$ cat config.mk
export PLATFORM = sky130hd
export DESIGN_NAME = xor_stream_cipher
export DESIGN_NICKNAME = d
export VERILOG_FILES = /design/src/rtl/xor_stream_cipher.sv
export SDC_FILE = /design/constraint.sdc
export NUM_CORES = 1
export LEC_CHECK = 0
export CORE_ASPECT_RATIO = 1.1
export CORE_MARGIN = 2
export CORE_UTILIZATION = 45
export CTS_CLUSTER_DIAMETER = 30
export DETAILED_ROUTE_END_ITERATION = 12
export PLACE_DENSITY = 0.7
export SLEW_MARGIN = 20
export SYNTH_ARGS = -nofsm -noshare
export SYNTH_HDL_FRONTEND = slang
export SYNTH_SLANG_ARGS = --single-unit
$ cat constraint.sdc
create_clock -name clk -period 2.9 [get_ports clk]
set_input_delay 0.58 -clock clk [delete_from_list [all_inputs] [get_ports clk]]
set_output_delay 0.58 -clock clk [all_outputs]
set_load 0.03 [all_outputs]
$ cat src/rtl/xor_stream_cipher.sv
// Streaming multi-word-key XOR cipher with optional chained mode and valid/ready on both sides.
// One word in per cycle, result out one cycle later; key segment i mod NSEG applies to word i.
module xor_stream_cipher #(
    parameter int DATA_W  = 8,
    parameter int KEY_W   = 32,
    parameter int MAX_LEN = 16,
    localparam int NSEG   = KEY_W / DATA_W,
    localparam int LEN_W  = $clog2(MAX_LEN + 1)
) (
    input  logic              clk,
    input  logic              rst,
    input  logic              start,
    input  logic [KEY_W-1:0]  key,
    input  logic [LEN_W-1:0]  len,
    input  logic              chain,
    input  logic              decrypt,
    input  logic              in_valid,
    input  logic [DATA_W-1:0] in_data,
    output logic              in_ready,
    output logic              out_valid,
    output logic [DATA_W-1:0] out_data,
    input  logic              out_ready,
    output logic              busy,
    output logic              done
);

    localparam int SEG_W = (NSEG > 1) ? $clog2(NSEG) : 1;
    localparam logic [LEN_W-1:0] MAX_LEN_C = LEN_W'(MAX_LEN);
    localparam logic [SEG_W-1:0] LAST_SEG_C = SEG_W'(NSEG - 1);

    typedef enum logic [1:0] {
        S_IDLE = 2'd0,
        S_RUN  = 2'd1,
        S_DONE = 2'd2
    } state_t;

    state_t              state_r;
    state_t              state_nxt_s;
    logic [KEY_W-1:0]    key_r;
    logic [LEN_W-1:0]    len_r;
    logic                chain_r;
    logic                decrypt_r;
    logic [DATA_W-1:0]   prev_r;
    logic [LEN_W-1:0]    in_cnt_r;
    logic [LEN_W-1:0]    out_cnt_r;
    logic [SEG_W-1:0]    seg_r;
    logic                out_valid_r;
    logic [DATA_W-1:0]   out_data_r;

    logic                start_acc_s;
    logic [LEN_W-1:0]    len_clamp_s;
    logic                in_ready_s;
    logic                in_xfer_s;
    logic                out_xfer_s;
    logic                last_out_s;
    logic [DATA_W-1:0]   key_seg_s;
    logic [DATA_W-1:0]   result_s;
    logic                busy_s;
    logic                done_s;

    // The chain term is the previous ciphertext in both directions, so one helper covers enc and dec.
    function automatic logic [DATA_W-1:0] cipher_word(
        input logic [DATA_W-1:0] data,
        input logic [DATA_W-1:0] kseg,
        input logic [DATA_W-1:0] prev,
        input logic              chained
    );
        if (chained) begin
            return data ^ kseg ^ prev;
        end else begin
            return data ^ kseg;
        end
    endfunction

    // Handshake qualifiers, length clamp and the per-word cipher result.
    always_comb begin
        start_acc_s = (state_r == S_IDLE) && start;
        if (len > MAX_LEN_C) begin
            len_clamp_s = MAX_LEN_C;
        end else begin
            len_clamp_s = len;
        end
        in_ready_s = (state_r == S_RUN) && (in_cnt_r < len_r) && (!out_valid_r || out_ready);
        in_xfer_s  = in_valid && in_ready_s;
        out_xfer_s = out_valid_r && out_ready;
        last_out_s = out_xfer_s && (out_cnt_r == (len_r - LEN_W'(1)));
        key_seg_s  = key_r[seg_r * DATA_W +: DATA_W];
        result_s   = cipher_word(in_data, key_seg_s, prev_r, chain_r);
    end

    // FSM state register.
    always_ff @(posedge clk or negedge rst) begin
        if (!rst) begin
            state_r <= S_IDLE;
        end else begin
            state_r <= state_nxt_s;
        end
    end

    // FSM next-state logic; start is only honoured in IDLE.
    always_comb begin
        state_nxt_s = state_r;
        case (state_r)
            S_IDLE: begin
                if (start) begin
                    if (len_clamp_s == LEN_W'(0)) begin
                        state_nxt_s = S_DONE;
                    end else begin
                        state_nxt_s = S_RUN;
                    end
                end else begin
                    state_nxt_s = S_IDLE;
                end
            end
            S_RUN: begin
                if (last_out_s) begin
                    state_nxt_s = S_DONE;
                end else begin
                    state_nxt_s = S_RUN;
                end
            end
            S_DONE:  state_nxt_s = S_IDLE;
            default: state_nxt_s = S_IDLE;
        endcase
    end

    // FSM output decode.
    always_comb begin
        busy_s = 1'b0;
        done_s = 1'b0;
        case (state_r)
            S_IDLE: begin
                busy_s = 1'b0;
                done_s = 1'b0;
            end
            S_RUN: begin
                busy_s = 1'b1;
                done_s = 1'b0;
            end
            S_DONE: begin
                busy_s = 1'b1;
                done_s = 1'b1;
            end
            default: begin
                busy_s = 1'b0;
                done_s = 1'b0;
            end
        endcase
    end

    // Message context, counters, chain register and the registered output word.
    always_ff @(posedge clk or negedge rst) begin
        if (!rst) begin
            key_r       <= {KEY_W{1'b0}};
            len_r       <= {LEN_W{1'b0}};
            chain_r     <= 1'b0;
            decrypt_r   <= 1'b0;
            prev_r      <= {DATA_W{1'b0}};
            in_cnt_r    <= {LEN_W{1'b0}};
            out_cnt_r   <= {LEN_W{1'b0}};
            seg_r       <= {SEG_W{1'b0}};
            out_valid_r <= 1'b0;
            out_data_r  <= {DATA_W{1'b0}};
        end else if (start_acc_s) begin
            key_r       <= key;
            len_r       <= len_clamp_s;
            chain_r     <= chain;
            decrypt_r   <= decrypt;
            prev_r      <= {DATA_W{1'b0}};
            in_cnt_r    <= {LEN_W{1'b0}};
            out_cnt_r   <= {LEN_W{1'b0}};
            seg_r       <= {SEG_W{1'b0}};
            out_valid_r <= 1'b0;
        end else begin
            // A new input word overrides the clear from a same-cycle output transfer.
            if (in_xfer_s) begin
                out_data_r  <= result_s;
                out_valid_r <= 1'b1;
                in_cnt_r    <= in_cnt_r + LEN_W'(1);
                if (seg_r == LAST_SEG_C) begin
                    seg_r <= {SEG_W{1'b0}};
                end else begin
                    seg_r <= seg_r + SEG_W'(1);
                end
                if (chain_r) begin
                    prev_r <= decrypt_r ? in_data : result_s;
                end
            end else if (out_xfer_s) begin
                out_valid_r <= 1'b0;
            end
            if (out_xfer_s) begin
                out_cnt_r <= out_cnt_r + LEN_W'(1);
            end
        end
    end

    assign in_ready  = in_ready_s;
    assign out_valid = out_valid_r;
    assign out_data  = out_data_r;
    assign busy      = busy_s;
    assign done      = done_s;

endmodule

Word level (Yosys, flattened, before mapping)
Cells that the tools add are included.
{"block": "word_totals", "in_bits": 52, "regBits": 70, "wordCells": 64, "output_inout_bits": 12}
{"block": "op_classes", "bitwise": 3, "reduce_logical": 17, "shift": 1, "order_cmp": 2, "n_eq_ne": 4, "mux": 22, "add_sub_neg": 4}
{"operator": "8-bit 2-to-1 mux", "n": 5}
{"operator": "32-bit by 6-bit variable part select with 8-bit output", "n": 1}
{"operator": "5-bit 2-to-1 mux", "n": 5}
{"operator": "8-bit bitwise XOR", "n": 2}
{"operator": "2-bit 2-to-1 mux", "n": 6}
{"operator": "5-bit by 1-bit adder with 5-bit output, second input constant", "n": 2}
{"operator": "1-bit logical AND", "n": 6}
{"operator": "2-bit nonzero test", "n": 3}
{"operator": "5-bit == test", "n": 1}
{"operator": "5-bit > comparator, second input constant", "n": 1}
{"operator": "5-bit zero test", "n": 1}
{"operator": "5-bit less-than comparator", "n": 1}
{"operator": "1-bit 2-to-1 mux", "n": 5}
{"operator": "5-bit by 1-bit subtractor with 5-bit output, second input constant", "n": 1}
{"operator": "2-bit == test, second input constant", "n": 2}
{"operator": "2-bit case mux with 2 select lines", "n": 1}
{"operator": "2-bit AND reduction", "n": 2}
{"operator": "3-bit nonzero test", "n": 1}
{"operator": "2-bit by 1-bit adder with 2-bit output, second input constant", "n": 1}
{"operator": "2-bit by 1-bit == test with 1-bit output, second input constant", "n": 1}
{"operator": "2-bit zero test", "n": 1}
{"operator": "2-bit OR reduction", "n": 1}
{"operator": "1-bit zero test", "n": 1}
{"operator": "1-bit logical OR", "n": 1}
{"operator": "1-bit inverter", "n": 1}

Logic depth before layout (Yosys ltp)
Gate-level depths: netlist (run 1).
{"block": "depth", "word_depth": 8, "ltp_mapped": 8, "depth_no_buf": 7}

Worst setup path after synthesis (run 1)
No wires, ideal clock.
{"block": "synth_path", "path_kind": "flip-flop to output port", "startpoint": "register len_r[4]", "endpoint": "output in_ready", "t_required_ns": 2.320, "path_slack_ns": 0.629, "path_stages_with_launch": 6, "arrival_time_ns": 1.691, "n_path_buf": 0, "cell_sequence": "dfrtp_1 > inv_1 > ha_1 > nand2_1 > nand4b_2 > a31oi_1"}
{"block": "synth_between", "elab_chain_len": 3}
{"item": "start: declaration", "line": "40", "text": "logic [LEN_W-1:0] len_r;"}
{"item": "start signal: assignment", "line": "155", "text": "len_r <= {LEN_W{1'b0}};"}
{"item": "start signal: assignment", "line": "166", "text": "len_r <= len_clamp_s;"}
{"item": "5-bit less-than comparator", "line": "83", "text": "in_ready_s = (state_r == S_RUN) && (in_cnt_r < len_r) && (!out_valid_r || out_ready);"}
{"item": "1-bit logical AND (2 in a row)", "line": "83"}
{"item": "end: declaration", "line": "19", "text": "output logic in_ready,"}
Every way passes these cells.

Final worst setup path (run 1)
Ends and elaborated chain as after synthesis.

==> results of run 1 <==
-- per-stage QoR --
step | area (µm²) | util
5_1_grt | 4450 | 0.589
6_report | 4450 | 0.589
3_5_place_dp | 4290 | 0.568
4_1_cts | 4450 | 0.589
3_3_place_gp | 4290 | 0.568
2_1_floorplan | 3550 | -
-- kinds of logic (layout without fill, tap and decap cells) --
group,count (synthesis),count (layout)
adder cells (fa/ha/maj),11,11
XOR/XNOR,36,36
flip-flops,70,70
buffers and inverters,27,94
multiplexers,16,16
AO/OA/AOI/OAI,39,39
AND/OR/NAND/NOR,167,167
-- routing by layer --
metal | vias up | track usage
met4 | 0 | 0.0734
met5 | - | 0
met3 | 9 | 0.0289
li1 | 1327 | -
met2 | 58 | 0.277
met1 | 1284 | 0.260
-- area by class of cell --
class,count,area [µm²],area share
Clock inverter,6,38.8,0.00871
Sequential cell,70,1750,0.393
Clock buffer,9,124,0.0278
Tap cell,105,131,0.0295
Timing Repair Buffer,69,681,0.153
Multi-Input combinational cell,269,1690,0.379
Inverter,10,37.5,0.00843
-- layout by cell type (no fill, tap or decap), types with 10 or more instances in the layout --
cell type          n
a21oi_1           11
inv_1             10
o21ai_0           15
dfrtp_1           70
xor2_1            14
ha_1              11
nor2_1            16
xnor2_1           22
clkdlybuf4s50_1   61
nand2_1          124
-- how the worst min path moves through the flow --
| stage | from | endpoint | slack [ps] | cells after the start |
|---|---|---|---|---|
| floorplan | rst | chain_r$_DFFE_PN0P_ | 280 | 0 |
| global placement | key_r[17]$_DFFE_PN0P_ | key_r[17]$_DFFE_PN0P_ | 450 | 2 |
| detailed placement | key_r[22]$_DFFE_PN0P_ | key_r[22]$_DFFE_PN0P_ | 460 | 2 |
| CTS | rst | key_r[12]$_DFFE_PN0P_ | 330 | 1 |
| global route | rst | key_r[12]$_DFFE_PN0P_ | 360 | 1 |
| finish | rst | out_cnt_r[0]$_DFFE_PN0P_ | 310 | 1 |
-- sequential cells by signal, summed over array words and instances, names as in the netlist --
signal     flops
seg_r          2
out_data       8
prev_r         8
out_valid      1
decrypt_r      1
out_cnt_r      5
in_cnt_r       5
key_r         32
len_r          5
state_r        2
chain_r        1
-- power groups by stage --
| stage | combinational (mW) | sequential (mW) | clock, mW |
|---|---|---|---|
| after floorplan | 1.44 | 1.76 | 0 |
| after global placement | 1.93 | 1.76 | 0 |
| after detailed placement | 1.99 | 1.78 | 0 |
| after CTS | 2.00 | 1.76 | 0.694 |
| after global routing | 2.23 | 1.82 | 0.733 |
| final | 1.98 | 1.76 | 0.678 |
==> impl_metrics.ini, run 1 <==
[status]
status = finished, final reports clean

[die]
core-area_um2 = 7560
die_w_um = 88.7
design.die.area_um2 = 8620
die-height_um = 97.2
pin_count = 64
start_util = 0.470
rows = 33

[power_and_ir_drop]
p_switching_mw = 1.78
powerDensity_nw_per_um2 = 991
p_clk_frac = 0.154
combPwrFrac = 0.448
p_sw_frac = 0.402
intPower_mw = 2.64
leakage_nw = 2.07
p_total_mw = 4.41
vdd.ir_drop.worst_v = 0.000359
sequentialPowerShare = 0.398

[grt]
grt_pass1_vias = 2653
grt_util_all_layers = 0.183
overflow = 0
antenna_found_initial = 0
grt_pass1_wl_um = 12300
grt_start_max_net_pins = 47

[routing]
viasPerCell = 4.98
wl_met2_um = 3370
via_count = 2678
wl_met1_um = 3450
ant_nets = 0
totalWireLength_um = 7230
topRoutingLayerUsed = met4
routedWlPerCell_um = 13.4
initialDrtViolationCount = 175
first_pass_iters = 4
dr_wl_met3_um = 276
drc = 0

[sta]
finalCriticalPeriod_ps = 2650
finalSetupViolCount = 0
grt_setup_unrepaired = false
relSlewSlack = 0.485
hold_viol_final = 0
fin_hold_ws_ps = 311
finalMaxSlewViolations = 0
timing.fmax_mhz = 377
tns_ps = 0
finalWorstSetupSlack_ps = 248
tightestPinTransition_ps = 772
skew_ps = 7.96
period_share = 0.914

[logic_synthesis]
ys.flop_type = dfrtp_1
synth-simple-area-share = 0.200
synthXorXnorAreaFrac = 0.0888
yosysWarnings = 0
synth_cells = 366
synth-edff-count = 0
yosysTopAreaCell = dfrtp_1
synth_compound_area_frac = 0.0719
synth_top_family_by_area = simple AND/OR/NAND/NOR gates
ys_top_cells_by_count = nand2_1 (124), dfrtp_1 (70), xnor2_1 (22), nor2_1 (16), o21ai_0 (15)
synthArstFlopShare = 1.00
synth.cell_area_um2 = 3550
avgSynthCellArea_um2 = 9.70
yosys-top-cells-area = dfrtp_1 (49%), nand2_1 (13%), xnor2_1 (5.4%), mux4_2 (5.1%), ha_1 (3.9%)
synth_top_area_share = 0.493
yosysSeqAreaShare = 0.493
synth-adder-area-share = 0.0388
synth.area.mux_share = 0.0761
synth-seq-cells = 70
yosys.cell_types.count = 40
synth_most_common_cell = nand2_1
synthesis.nets = 429

[clocking]
cts-hold-fix-buffers = 0
cts_buffers = 9
cts_setup_buffers = 0
postCtsResizedCells = 0
root_buffer = clkbuf_8
clk_latency_ps = 340
cts_max_level = 3
cts_tree = done
clk_pin_slew_ps = 80
cts_sinks = 70
cts_buffer_depth = 2

[finish]
fin_cells = 538
drive_gt1_frac = 0.0878
antenna_cells = 0
finalNetCount = 492
fill_cells = 675
syn_to_final_growth_pct = 25.4

[hold_path]
hp-class = input pin to async pin

[worst_setup_path]
reg2regPathDepth = 5
critPathTopFamily = flip-flops
path_class = register to output pin
crit_required_ps = 2320
cp.arrival_ps = 2070
cp_slowest_stage_delay_ps = 390
crit_start = len_r[4]$_DFFE_PN0P_
reg2reg_to = prev_r[1]$_DFFE_PN0P_
cp_cell_sequence = inv_1 > ha_1 > nand2_1 > nand4b_2 > a31oi_1 > buf_4
crit_fanout = 5
crit_buf_inv = 2
endpoint = in_ready
path_depth = 6
regToRegSetupSlack_ps = 770
cp-start-kind = register
cpMaxStageDelayCell = dfrtp_1
worst_setup_path_end_kind = output pin
reg2reg_from = seg_r[0]$_DFFE_PN0P_

[job]
drv_cap = 0

[place]
globalplace.congestion = 0.813
dp_cells = 523
port_buffers = 63
dp_hpwl_um = 5220
dp_slack_ps = 376
Power figures use the tool's default switching activity.
==> run 2: changes to the inputs <==
- GPL_ROUTABILITY_DRIVEN: unset -> 0
- PLACE_DENSITY: 0.7 -> 0.77
==> impl_metrics.ini, run 2 (synthesized netlist as in run 1, its figures left out) <==
[status]
status = finished, final reports clean

[routing]
initialDrtViolationCount = 148
ant_nets = 0
routedWlPerCell_um = 13.5
drc = 0
viasPerCell = 4.94
first_pass_iters = 4
totalWireLength_um = 7280
via_count = 2663

[worst_setup_path]
cp_slowest_stage_delay_ps = 400
cpMaxStageDelayCell = ha_1
worst_setup_path_end_kind = output pin
crit_required_ps = 2320
path_class = register to output pin
cp.arrival_ps = 1950
cp_cell_sequence = inv_1 > ha_1 > nand2_1 > nand4b_2 > a31oi_1 > buf_4
crit_fanout = 5
cp-start-kind = register
reg2regPathDepth = 5

[sta]
relSlewSlack = 0.500
tightestPinTransition_ps = 750
finalWorstSetupSlack_ps = 369
finalSetupViolCount = 0
fin_hold_ws_ps = 310
period_share = 0.873
finalMaxSlewViolations = 0
hold_viol_final = 0
skew_ps = 9.50
grt_setup_unrepaired = false
tns_ps = 0
timing.fmax_mhz = 395
finalCriticalPeriod_ps = 2530

[finish]
mostFrequentLayoutCell = nand2_1
antenna_cells = 0
regMostFlops = key_r
fin_cells = 539
finalNetCount = 492
design_area_um2 = 4520
mostFrequentLayoutCells = nand2_1 (124), dfrtp_1 (70), clkdlybuf4s50_1 (61), xnor2_1 (22), nor2_1 (16)
largest_reg_flops = 32
drive_gt1_frac = 0.0876
syn_to_final_growth_pct = 27.5

[grt]
antenna_found_initial = 0
grt_start_max_net_pins = 47
overflow = 0
grt_pass1_vias = 2704
grt_pass1_wl_um = 12600
grt_util_all_layers = 0.185

[die]
die_w_um = 88.7
rows = 33
start_util = 0.470
pin_count = 64
die-height_um = 97.2
design.die.area_um2 = 8620
core-area_um2 = 7560

[clocking]
cts_sinks = 70
root_buffer = clkbuf_8
clk_pin_slew_ps = 70
cts_tree = done
cts-hold-fix-buffers = 0
clk_latency_ps = 330
cts_buffers = 9
cts_max_level = 3
cts_setup_buffers = 0
postCtsResizedCells = 0
cts_buffer_depth = 2

[place]
dp_slack_ps = 465
port_buffers = 63
placed_area_um2 = 4300
dp_hpwl_um = 5250
dp_cells = 523

[power_and_ir_drop]
powerDensity_nw_per_um2 = 1030
leakage_nw = 2.10
vdd.ir_drop.worst_v = 0.000340

[job]
drv_cap = 0

[hold_path]
hp-class = input pin to async pin
[run 2: changes by cell type in the layout (fill, tap and decap cells not counted), sizes merged]
cell,previous run,this run
bufinv,0,2
clkbuf,9,11
clkinv,3,1
clkinvlp,2,1
[run 2: report_power, final]
| group | switching (mW) | internal [mW] | leakage (nW) | total, mW |
|---|---|---|---|---|
| Clock | 0.362 | 0.510 | 0.110 | 0.872 |
| Sequential | 0.357 | 1.41 | 0.899 | 1.76 |
| Combinational | 1.07 | 0.947 | 1.09 | 2.01 |
| Total | 1.78 | 2.86 | 2.10 | 4.65 |
[run 2: worst max-delay path: cells and delay by family, from the launching register on]
family,cells,cell delay (ps)
AND/OR/NAND/NOR,2,320
buffers and inverters,2,280
AO/OA/AOI/OAI,1,270
adder cells (fa/ha/maj),1,400
flip-flops,1,370
[run 2: final timing paths]
| kind | start | slack (ps) | end |
|---|---|---|---|
| setup reg to reg | seg_r[0]$_DFFE_PN0P_ | 750 | prev_r[1]$_DFFE_PN0P_ |
| setup / recovery | len_r[4]$_DFFE_PN0P_ | 370 | in_ready |
| hold / removal | rst | 310 | out_cnt_r[0]$_DFFE_PN0P_ |
| min in group clk | key_r[16]$_DFFE_PN0P_ | 470 | key_r[16]$_DFFE_PN0P_ |
| max in group asynchronous | rst | 1920 | key_r[19]$_DFFE_PN0P_ |
| hold reg to reg | key_r[16]$_DFFE_PN0P_ | 470 | key_r[16]$_DFFE_PN0P_ |
[run 2: area by class of cell]
cell class	count	area (µm²)
Clock buffer	11	141
Timing Repair Buffer	69	693
Fill cell	646	3030
Clock inverter	5	81.3
Inverter	10	37.5
Sequential cell	70	1750
Multi-Input combinational cell	269	1690
Tap cell	105	131
[run 2: through the flow]
| step | power (mW) | util |
|---|---|---|
| 3_3_place_gp | 3.70 | 0.569 |
| 4_1_cts | 4.69 | 0.599 |
| 3_5_place_dp | 3.80 | 0.569 |
| 2_1_floorplan | 3.19 | - |
| 6_report | 4.65 | 0.599 |
| 5_1_grt | 5.02 | 0.599 |
[run 2: layer usage]
layer / GRT usage / wire length (µm) / vias up
met5: 0 / 0 / -
met4: 0.0629 / 47 / 0
met3: 0.0255 / 231 / 2
met2: 0.293 / 3610 / 53
met1: 0.258 / 3390 / 1280
li1: - / - / 1328
==> run 3: changes to the inputs <==
- CTS_CLUSTER_SIZE: unset -> 40
==> results of run 3 <==
Final layout, timing and power as in run 2 (identical DEF).
